## config.mk

```make
export PLATFORM = sky130hd
export DESIGN_NAME = fme_clip_pipe_flat
export DESIGN_NICKNAME = d
export VERILOG_FILES = /design/src/rtl/fme_clip_pkg.sv /design/src/rtl/fme_clip_pipe_if.sv /design/src/rtl/fme_clip_lane.sv /design/src/rtl/fme_clip_pipe.sv /design/src/flat_wrapper.sv
export SDC_FILE = /design/constraint.sdc
export NUM_CORES = 2
export LEC_CHECK = 0
export CORE_ASPECT_RATIO = 1.25
export CORE_UTILIZATION = 45
export CTS_CLUSTER_SIZE = 25
export DETAILED_ROUTE_END_ITERATION = 8
export GPL_ROUTABILITY_DRIVEN = 0
export GPL_TIMING_DRIVEN = 0
export PLACE_DENSITY = 0.7
export REMOVE_ABC_BUFFERS = 1
export SETUP_SLACK_MARGIN = 0.15
export SLEW_MARGIN = 20
export SYNTH_ARGS = -nofsm -noshare
export SYNTH_HDL_FRONTEND = slang
export SYNTH_SLANG_ARGS = --single-unit
```

## constraint.sdc

```tcl
create_clock -name clock -period 7.7 [get_ports clock]
set_clock_uncertainty 0.05 [all_clocks]
set_input_delay 1.925 -clock clock [delete_from_list [all_inputs] [get_ports clock]]
set_output_delay 1.925 -clock clock [all_outputs]
set_load 0.05 [all_outputs]
```

## src/rtl/fme_clip_pkg.sv

```systemverilog
// Shared constants and helpers for the FME round-shift-and-clip stage.
package fme_clip_pkg;

  localparam int unsigned SHIFT_PVSO   = 7;
  localparam int unsigned SHIFT_DIRECT = 1;

  // Shift amount selected by the per-beat mode bit.
  function automatic int unsigned shift_for(input logic pvso);
    return pvso ? SHIFT_PVSO : SHIFT_DIRECT;
  endfunction

  // Round-half-up offset added before an arithmetic right shift by s.
  function automatic int unsigned rnd_offset(input int unsigned s);
    return (s == 0) ? 32'd0 : (32'd1 << (s - 1));
  endfunction

endpackage

```

## src/rtl/fme_clip_pipe_if.sv

```systemverilog
// Input/output stream bundle of the clip stage (valid/ready on both sides).
interface fme_clip_pipe_if #(
  parameter int DATAWIDTH = 8,
  parameter int IN_WIDTH  = 23,
  parameter int NCH       = 27
);
  logic                      in_valid;
  logic                      in_ready;
  logic                      in_pvso;
  logic [NCH*IN_WIDTH-1:0]   in_data;
  logic                      out_valid;
  logic                      out_ready;
  logic [NCH*DATAWIDTH-1:0]  out_data;

  // Environment side: produces input beats, consumes output beats.
  modport master (
    output in_valid, in_pvso, in_data, out_ready,
    input  in_ready, out_valid, out_data
  );

  // Stage side.
  modport slave (
    input  in_valid, in_pvso, in_data, out_ready,
    output in_ready, out_valid, out_data
  );
endinterface

```

## src/rtl/fme_clip_lane.sv

```systemverilog
// One lane: combinational round-shift feeding S1, and clip with hi/lo flags
// operating on the S1-registered value feeding S2.
module fme_clip_lane
  import fme_clip_pkg::*;
#(
  parameter  int DATAWIDTH = 8,
  parameter  int IN_WIDTH  = 23,
  localparam int W1        = IN_WIDTH + 1
) (
  input  logic [IN_WIDTH-1:0]  x,
  input  logic                 pvso,
  output logic [W1-1:0]        y,
  input  logic [W1-1:0]        y_reg,
  output logic [DATAWIDTH-1:0] q,
  output logic                 hi,
  output logic                 lo
);

  localparam int unsigned SP = shift_for(1'b1);
  localparam int unsigned SD = shift_for(1'b0);
  localparam logic signed [W1-1:0] OFF_P = W1'(rnd_offset(SP));
  localparam logic signed [W1-1:0] OFF_D = W1'(rnd_offset(SD));

  logic signed [W1-1:0] ext, sum_p, sum_d;

  // Round and shift in one extra bit so the offset add cannot overflow.
  always_comb begin
    ext   = {x[IN_WIDTH-1], x};
    sum_p = ext + OFF_P;
    sum_d = ext + OFF_D;
    y     = pvso ? (sum_p >>> SP) : (sum_d >>> SD);
  end

  // Clip to [0, 2^DATAWIDTH-1]; any set bit above the sample width means overflow.
  always_comb begin
    lo = y_reg[W1-1];
    hi = !y_reg[W1-1] && (|y_reg[W1-2:DATAWIDTH]);
    if (lo)      q = '0;
    else if (hi) q = '1;
    else         q = y_reg[DATAWIDTH-1:0];
  end

endmodule

```

## src/rtl/fme_clip_pipe.sv

```systemverilog
// Two-stage round-shift-and-clip pipeline with valid/ready flow control and
// saturating per-frame clip-event counters.
module fme_clip_pipe
  import fme_clip_pkg::*;
#(
  parameter int DATAWIDTH = 8,
  parameter int IN_WIDTH  = 23,
  parameter int NCH       = 27,
  parameter int CNT_WIDTH = 16
) (
  input  logic                 clock,
  input  logic                 reset_n,
  input  logic                 enable,
  fme_clip_pipe_if.slave       io,
  input  logic                 cnt_clr,
  output logic [CNT_WIDTH-1:0] sat_hi_cnt,
  output logic [CNT_WIDTH-1:0] sat_lo_cnt
);

  localparam int W1  = IN_WIDTH + 1;
  localparam int CW1 = CNT_WIDTH + 1;

  logic                          s1_valid, s2_valid, adv1, adv2, xfer;
  logic [NCH-1:0][IN_WIDTH-1:0]  lane_x;
  logic [NCH-1:0][W1-1:0]        y_nxt, s1_y;
  logic [NCH-1:0][DATAWIDTH-1:0] q_nxt, s2_q;
  logic [NCH-1:0]                hi_nxt, lo_nxt, s2_hi, s2_lo;
  logic [CW1-1:0]                hi_pop, lo_pop, hi_sum, lo_sum;

  assign lane_x       = io.in_data;
  assign adv2         = enable & (~s2_valid | io.out_ready);
  assign adv1         = enable & (~s1_valid | adv2);
  assign io.in_ready  = adv1;
  assign io.out_valid = s2_valid;
  assign io.out_data  = s2_q;
  assign xfer         = enable & s2_valid & io.out_ready;

  for (genvar k = 0; k < NCH; k++) begin : g_lane
    fme_clip_lane #(.DATAWIDTH(DATAWIDTH), .IN_WIDTH(IN_WIDTH)) u_lane (
      .x     (lane_x[k]),
      .pvso  (io.in_pvso),
      .y     (y_nxt[k]),
      .y_reg (s1_y[k]),
      .q     (q_nxt[k]),
      .hi    (hi_nxt[k]),
      .lo    (lo_nxt[k])
    );
  end

  // S1: capture rounded lanes; mode is already folded in, so no mode bit travels on.
  always_ff @(posedge clock) begin
    if (!reset_n) begin
      s1_valid <= 1'b0;
      s1_y     <= '0;
    end else if (adv1) begin
      s1_valid <= io.in_valid;
      if (io.in_valid) s1_y <= y_nxt;
    end
  end

  // S2: capture clipped lanes and event flags; held while stalled.
  always_ff @(posedge clock) begin
    if (!reset_n) begin
      s2_valid <= 1'b0;
      s2_q     <= '0;
      s2_hi    <= '0;
      s2_lo    <= '0;
    end else if (adv2) begin
      s2_valid <= s1_valid;
      if (s1_valid) begin
        s2_q  <= q_nxt;
        s2_hi <= hi_nxt;
        s2_lo <= lo_nxt;
      end
    end
  end

  // Popcount of the outgoing beat's flags, added with one headroom bit.
  always_comb begin
    hi_pop = '0;
    lo_pop = '0;
    for (int k = 0; k < NCH; k++) begin
      hi_pop = hi_pop + CW1'(s2_hi[k]);
      lo_pop = lo_pop + CW1'(s2_lo[k]);
    end
    hi_sum = {1'b0, sat_hi_cnt} + hi_pop;
    lo_sum = {1'b0, sat_lo_cnt} + lo_pop;
  end

  // Saturating counters; a clear beats a coincident transfer.
  always_ff @(posedge clock) begin
    if (!reset_n || (enable && cnt_clr)) begin
      sat_hi_cnt <= '0;
      sat_lo_cnt <= '0;
    end else if (xfer) begin
      sat_hi_cnt <= hi_sum[CNT_WIDTH] ? '1 : hi_sum[CNT_WIDTH-1:0];
      sat_lo_cnt <= lo_sum[CNT_WIDTH] ? '1 : lo_sum[CNT_WIDTH-1:0];
    end
  end

endmodule

```

## src/flat_wrapper.sv

```systemverilog
// flat-port wrapper written by rule: the top's interface ports become plain ports
module fme_clip_pipe_flat import fme_clip_pkg::*;
#(
  parameter int DATAWIDTH = 8,
  parameter int IN_WIDTH  = 23,
  parameter int NCH       = 27,
  parameter int CNT_WIDTH = 16
)
  (clock, reset_n, enable, cnt_clr, sat_hi_cnt, sat_lo_cnt, io_in_valid, io_in_pvso, io_in_data, io_out_ready, io_in_ready, io_out_valid, io_out_data);
  fme_clip_pipe_if #(.DATAWIDTH(DATAWIDTH), .IN_WIDTH(IN_WIDTH), .NCH(NCH)) io_i ();
  input  logic clock;
  input  logic reset_n;
  input  logic enable;
  input  logic cnt_clr;
  output logic [CNT_WIDTH-1:0] sat_hi_cnt;
  output logic [CNT_WIDTH-1:0] sat_lo_cnt;
  input wire logic [$bits(io_i.in_valid)-1:0] io_in_valid;
  input wire logic [$bits(io_i.in_pvso)-1:0] io_in_pvso;
  input wire logic [$bits(io_i.in_data)-1:0] io_in_data;
  input wire logic [$bits(io_i.out_ready)-1:0] io_out_ready;
  output wire logic [$bits(io_i.in_ready)-1:0] io_in_ready;
  output wire logic [$bits(io_i.out_valid)-1:0] io_out_valid;
  output wire logic [$bits(io_i.out_data)-1:0] io_out_data;
  assign io_i.in_valid = io_in_valid;
  assign io_i.in_pvso = io_in_pvso;
  assign io_i.in_data = io_in_data;
  assign io_i.out_ready = io_out_ready;
  assign io_in_ready = io_i.in_ready;
  assign io_out_valid = io_i.out_valid;
  assign io_out_data = io_i.out_data;
  fme_clip_pipe #(.DATAWIDTH(DATAWIDTH), .IN_WIDTH(IN_WIDTH), .NCH(NCH), .CNT_WIDTH(CNT_WIDTH)) u_core (.clock(clock), .reset_n(reset_n), .enable(enable), .io(io_i), .cnt_clr(cnt_clr), .sat_hi_cnt(sat_hi_cnt), .sat_lo_cnt(sat_lo_cnt));
endmodule
```

==> reports/qor.txt <==
run status - complete, no violations
filler instances - 11364
worst-case register-to-register setup slack - 1.63 ns
sequential-to-total area share from yosys stat - 33.06%
Setup violations, final - 0
initial cell density of the core - 45.39%
clock tree from TritonCTS - yes
wire length of the first global-routing pass - 309300 microns
TritonCTS sink count - 925
type of the most critical hold path - reg2reg
count of nets after finishing - 8497
Period minus WS final - 6.072 ns
clock-pin slew on the worst setup and hold paths - 0.06 ns
count of mapped cells out of synthesis - 7184
average via count per standard cell - 5.864
power per cell area - 181.9 nW/um^2
Setup crit end kind - flop
violation count after the first detailed-routing iteration - 4211
period utilization - 78.86%
flops & latches, synth - 925
Final Routed Wirelength - 202600 microns
CP Max Fanout - 8
Clock Tree Root - sky130_fd_sc_hd__clkbuf_16
number of placed I/O pins - 878
syn avg cell area - 7.798 sq um
most used flip-flop cell after synthesis - sky130_fd_sc_hd__dfxtp_1
horizontal extent of the die - 317.6 microns
antenna violations before repair - 72
transition time of the tightest slew-check pin - 0.9292 ns
cell area after technology mapping - 56020 sq um
maximum VDD drop - 0.1523 mV
Ys Warns - 0
via count of the first global-routing pass - 53012
total congestion overflow - 0
number of distinct library cells after synthesis - 80
placed wire-length estimate after detailed placement - 147900 microns
count of flip-flops with a built-in enable after synthesis - 0
die area - 125900 sq um
leakage component of the power - 24.95 nW
count of final max-slew check failures - 0
Final Hold Vio Count - 0
die boundary height - 396.5 microns
post-cts hold buffer count - 0
Crit path required time - 8.23 ns
number of buffers created by CTS - 102
Total Power - 12.78 mW
area of the core - 123400 sq um
smallest hold slack - 0.3933 ns
# Post-CTS Setup Buffers - 0
number of optimization iterations in the first detailed-route pass - 5
most frequent standard cell in the layout excluding fill and tap cells - sky130_fd_sc_hd__nand2_1
Port Buffers - 877
most used cells in the layout excluding fill and tap cells - sky130_fd_sc_hd__nand2_1 (941), sky130_fd_sc_hd__dfxtp_1 (925), sky130_fd_sc_hd__clkdlybuf4s50_1 (875)
pin count of the biggest net entering global routing - 124
fraction of the core area covered by cells at the end of the flow - 56.92%
total DRC errors in the routed layout - 0
normalized max-slew margin - 37.57%
overall fraction of global-route tracks in use - 30.91%
routed vias - 55524
Crit Path Category - reg2reg
number of gates resized after cts - 0
MaxCap Viol Count - 0
ratio of cells with drive above 1 in the final layout - 4.059%
Setup crit start kind - flop
proportion of register bits with asynchronous set or reset after synthesis - 0%
data arrival time at the worst-slack endpoint - 6.60 ns
post-route antenna net violation count - 0
f_max - 164.7 MHz
clock latency on the worst-skew pair - 0.71 ns
number of cell rows - 144
RSZ-0062 raised after global routing - no
wire length per cell after detailed routing - 21.40 microns
depth of the CTS H-tree - 3
maximum root-to-sink buffer count - 3
Area growth syn-to-layout - 25.40%
## synthesized netlist by cell type (7+ instances only)
cell / instances / area share [%]
sky130_fd_sc_hd__o21a_1: 7 / 0.094
sky130_fd_sc_hd__nor3b_1: 213 / 2.9
sky130_fd_sc_hd__clkbuf_1: 428 / 2.9
sky130_fd_sc_hd__dfxtp_1: 925 / 33
sky130_fd_sc_hd__nor4_1: 126 / 1.4
sky130_fd_sc_hd__or3_1: 20 / 0.22
sky130_fd_sc_hd__a31oi_1: 32 / 0.36
sky130_fd_sc_hd__o211a_1: 55 / 0.98
sky130_fd_sc_hd__fa_1: 40 / 1.4
sky130_fd_sc_hd__nor2_1: 428 / 2.9
sky130_fd_sc_hd__and4_1: 51 / 0.80
sky130_fd_sc_hd__o221ai_1: 35 / 0.55
sky130_fd_sc_hd__o21ai_1: 14 / 0.13
sky130_fd_sc_hd__nand3_1: 458 / 4.1
sky130_fd_sc_hd__nand2b_1: 14 / 0.16
sky130_fd_sc_hd__nor2b_1: 8 / 0.089
sky130_fd_sc_hd__xnor2_1: 512 / 8.0
sky130_fd_sc_hd__o2bb2ai_1: 7 / 0.11
sky130_fd_sc_hd__o211ai_1: 147 / 2.0
sky130_fd_sc_hd__buf_1: 41 / 0.27
sky130_fd_sc_hd__o221a_2: 22 / 0.44
sky130_fd_sc_hd__a21o_1: 12 / 0.16
sky130_fd_sc_hd__or4_1: 7 / 0.094
sky130_fd_sc_hd__o21ai_0: 386 / 3.4
sky130_fd_sc_hd__a22o_1: 16 / 0.25
sky130_fd_sc_hd__or2_2: 14 / 0.16
sky130_fd_sc_hd__o31ai_1: 14 / 0.19
sky130_fd_sc_hd__a211oi_1: 77 / 1.0
sky130_fd_sc_hd__inv_1: 106 / 0.71
sky130_fd_sc_hd__a32o_1: 18 / 0.32
sky130_fd_sc_hd__and2_1: 25 / 0.28
sky130_fd_sc_hd__xor2_1: 429 / 6.7
sky130_fd_sc_hd__mux2i_1: 67 / 1.2
sky130_fd_sc_hd__nand4_1: 177 / 2.0
sky130_fd_sc_hd__a22oi_1: 47 / 0.63
sky130_fd_sc_hd__ha_1: 104 / 2.3
sky130_fd_sc_hd__and3_1: 136 / 1.5
sky130_fd_sc_hd__o22ai_1: 8 / 0.089
sky130_fd_sc_hd__nor3_1: 109 / 0.97
sky130_fd_sc_hd__buf_2: 21 / 0.19
sky130_fd_sc_hd__a21oi_1: 797 / 7.1
sky130_fd_sc_hd__nand2_1: 944 / 6.3
## cells by family after synthesis
kind of cell,Yosys count,share of synthesized area [%]
buffers and inverters,613,4.366
DFF,925,33.06
AOI/OAI and AO/OA,1739,18.64
xor gates and xnor gates,941,14.71
muxes,73,1.318
and+or+nand+nor,2749,24.16
adders and majority gates,144,3.752
## state kept, by name, indices dropped and copies added (netlist names)
register and count:
u_core.s1_y 621, u_core.io.out_data 216, u_core.s2_hi 27, u_core.s2_lo 27, u_core.sat_hi_cnt 16, u_core.sat_lo_cnt 16, u_core.io.out_valid 1, u_core.s1_valid 1
## metal layers
layer | GRT usage [%] | share of wire (%) | vias to the layer above
met5 | 0 | 0.13 | -
met4 | 17.37 | 5.3 | 40
met3 | 6.019 | 6.3 | 504
met2 | 53.18 | 48 | 1909
met1 | 35.90 | 40 | 26427
li1 | - | - | 26644
## area by class of cell
| cell class | count | area [sq um] | share of cell area [%] |
|---|---|---|---|
| inverters | 106 | 412.9 | 0.5877 |
| diodes | 52 | 130.1 | 0.1852 |
| well taps | 1606 | 2009 | 2.860 |
| clock inverters | 46 | 545.5 | 0.7765 |
| flip-flops and latches | 925 | 18520 | 26.36 |
| clock buffers | 143 | 3012 | 4.287 |
| repair buffers | 944 | 10460 | 14.88 |
| multi-input cells | 5646 | 35170 | 50.06 |
## worst paths after layout
kind	startpoint	end	cells past startpoint
max	u_core.s2_hi[1]	u_core.sat_hi_cnt[6]	17
min	u_core.s1_y[107]	u_core.s1_y[107]	2
max reg2reg	u_core.s2_hi[1]	u_core.sat_hi_cnt[6]	17
min reg2reg	u_core.s1_y[107]	u_core.s1_y[107]	2
## power by group
part	total (mW)	internal, mW	switching (mW)
Clock	5.22	3.07	2.15
Sequential	5.22	5.05	0.171
Combinational	2.34	0.985	1.35
## metrics by stage
step                worst slack [ns]  instances  instance area, sq um  setup TNS, ns
floorplan                     -13.26       6677                 53970       -4932.58
finish                         1.628       9468                 70250              0
global route                   1.374       9463                 70240              0
detailed placement             1.620       9227                 66560              0
CTS                            1.588       9416                 70120              0
global placement              -53.99       9160                 64760              -
## critical path, stage by stage (launching register included)
cell                       delay, ns
sky130_fd_sc_hd__dfxtp_1        0.42
sky130_fd_sc_hd__ha_1           0.26
sky130_fd_sc_hd__inv_1          0.06
sky130_fd_sc_hd__fa_1           0.46
sky130_fd_sc_hd__fa_1           0.56
sky130_fd_sc_hd__fa_1           0.45
sky130_fd_sc_hd__fa_1           0.54
sky130_fd_sc_hd__fa_1           0.43
sky130_fd_sc_hd__fa_1           0.51
sky130_fd_sc_hd__fa_1           0.18
sky130_fd_sc_hd__inv_1          0.06
sky130_fd_sc_hd__fa_1           0.42
sky130_fd_sc_hd__a211o_1        0.32
sky130_fd_sc_hd__a211oi_1       0.37
sky130_fd_sc_hd__o21bai_1       0.13
sky130_fd_sc_hd__a21oi_1        0.16
sky130_fd_sc_hd__o21ai_1        0.22
sky130_fd_sc_hd__o221a_2        0.35
Note: power is estimated with default switching activity, not from simulation.
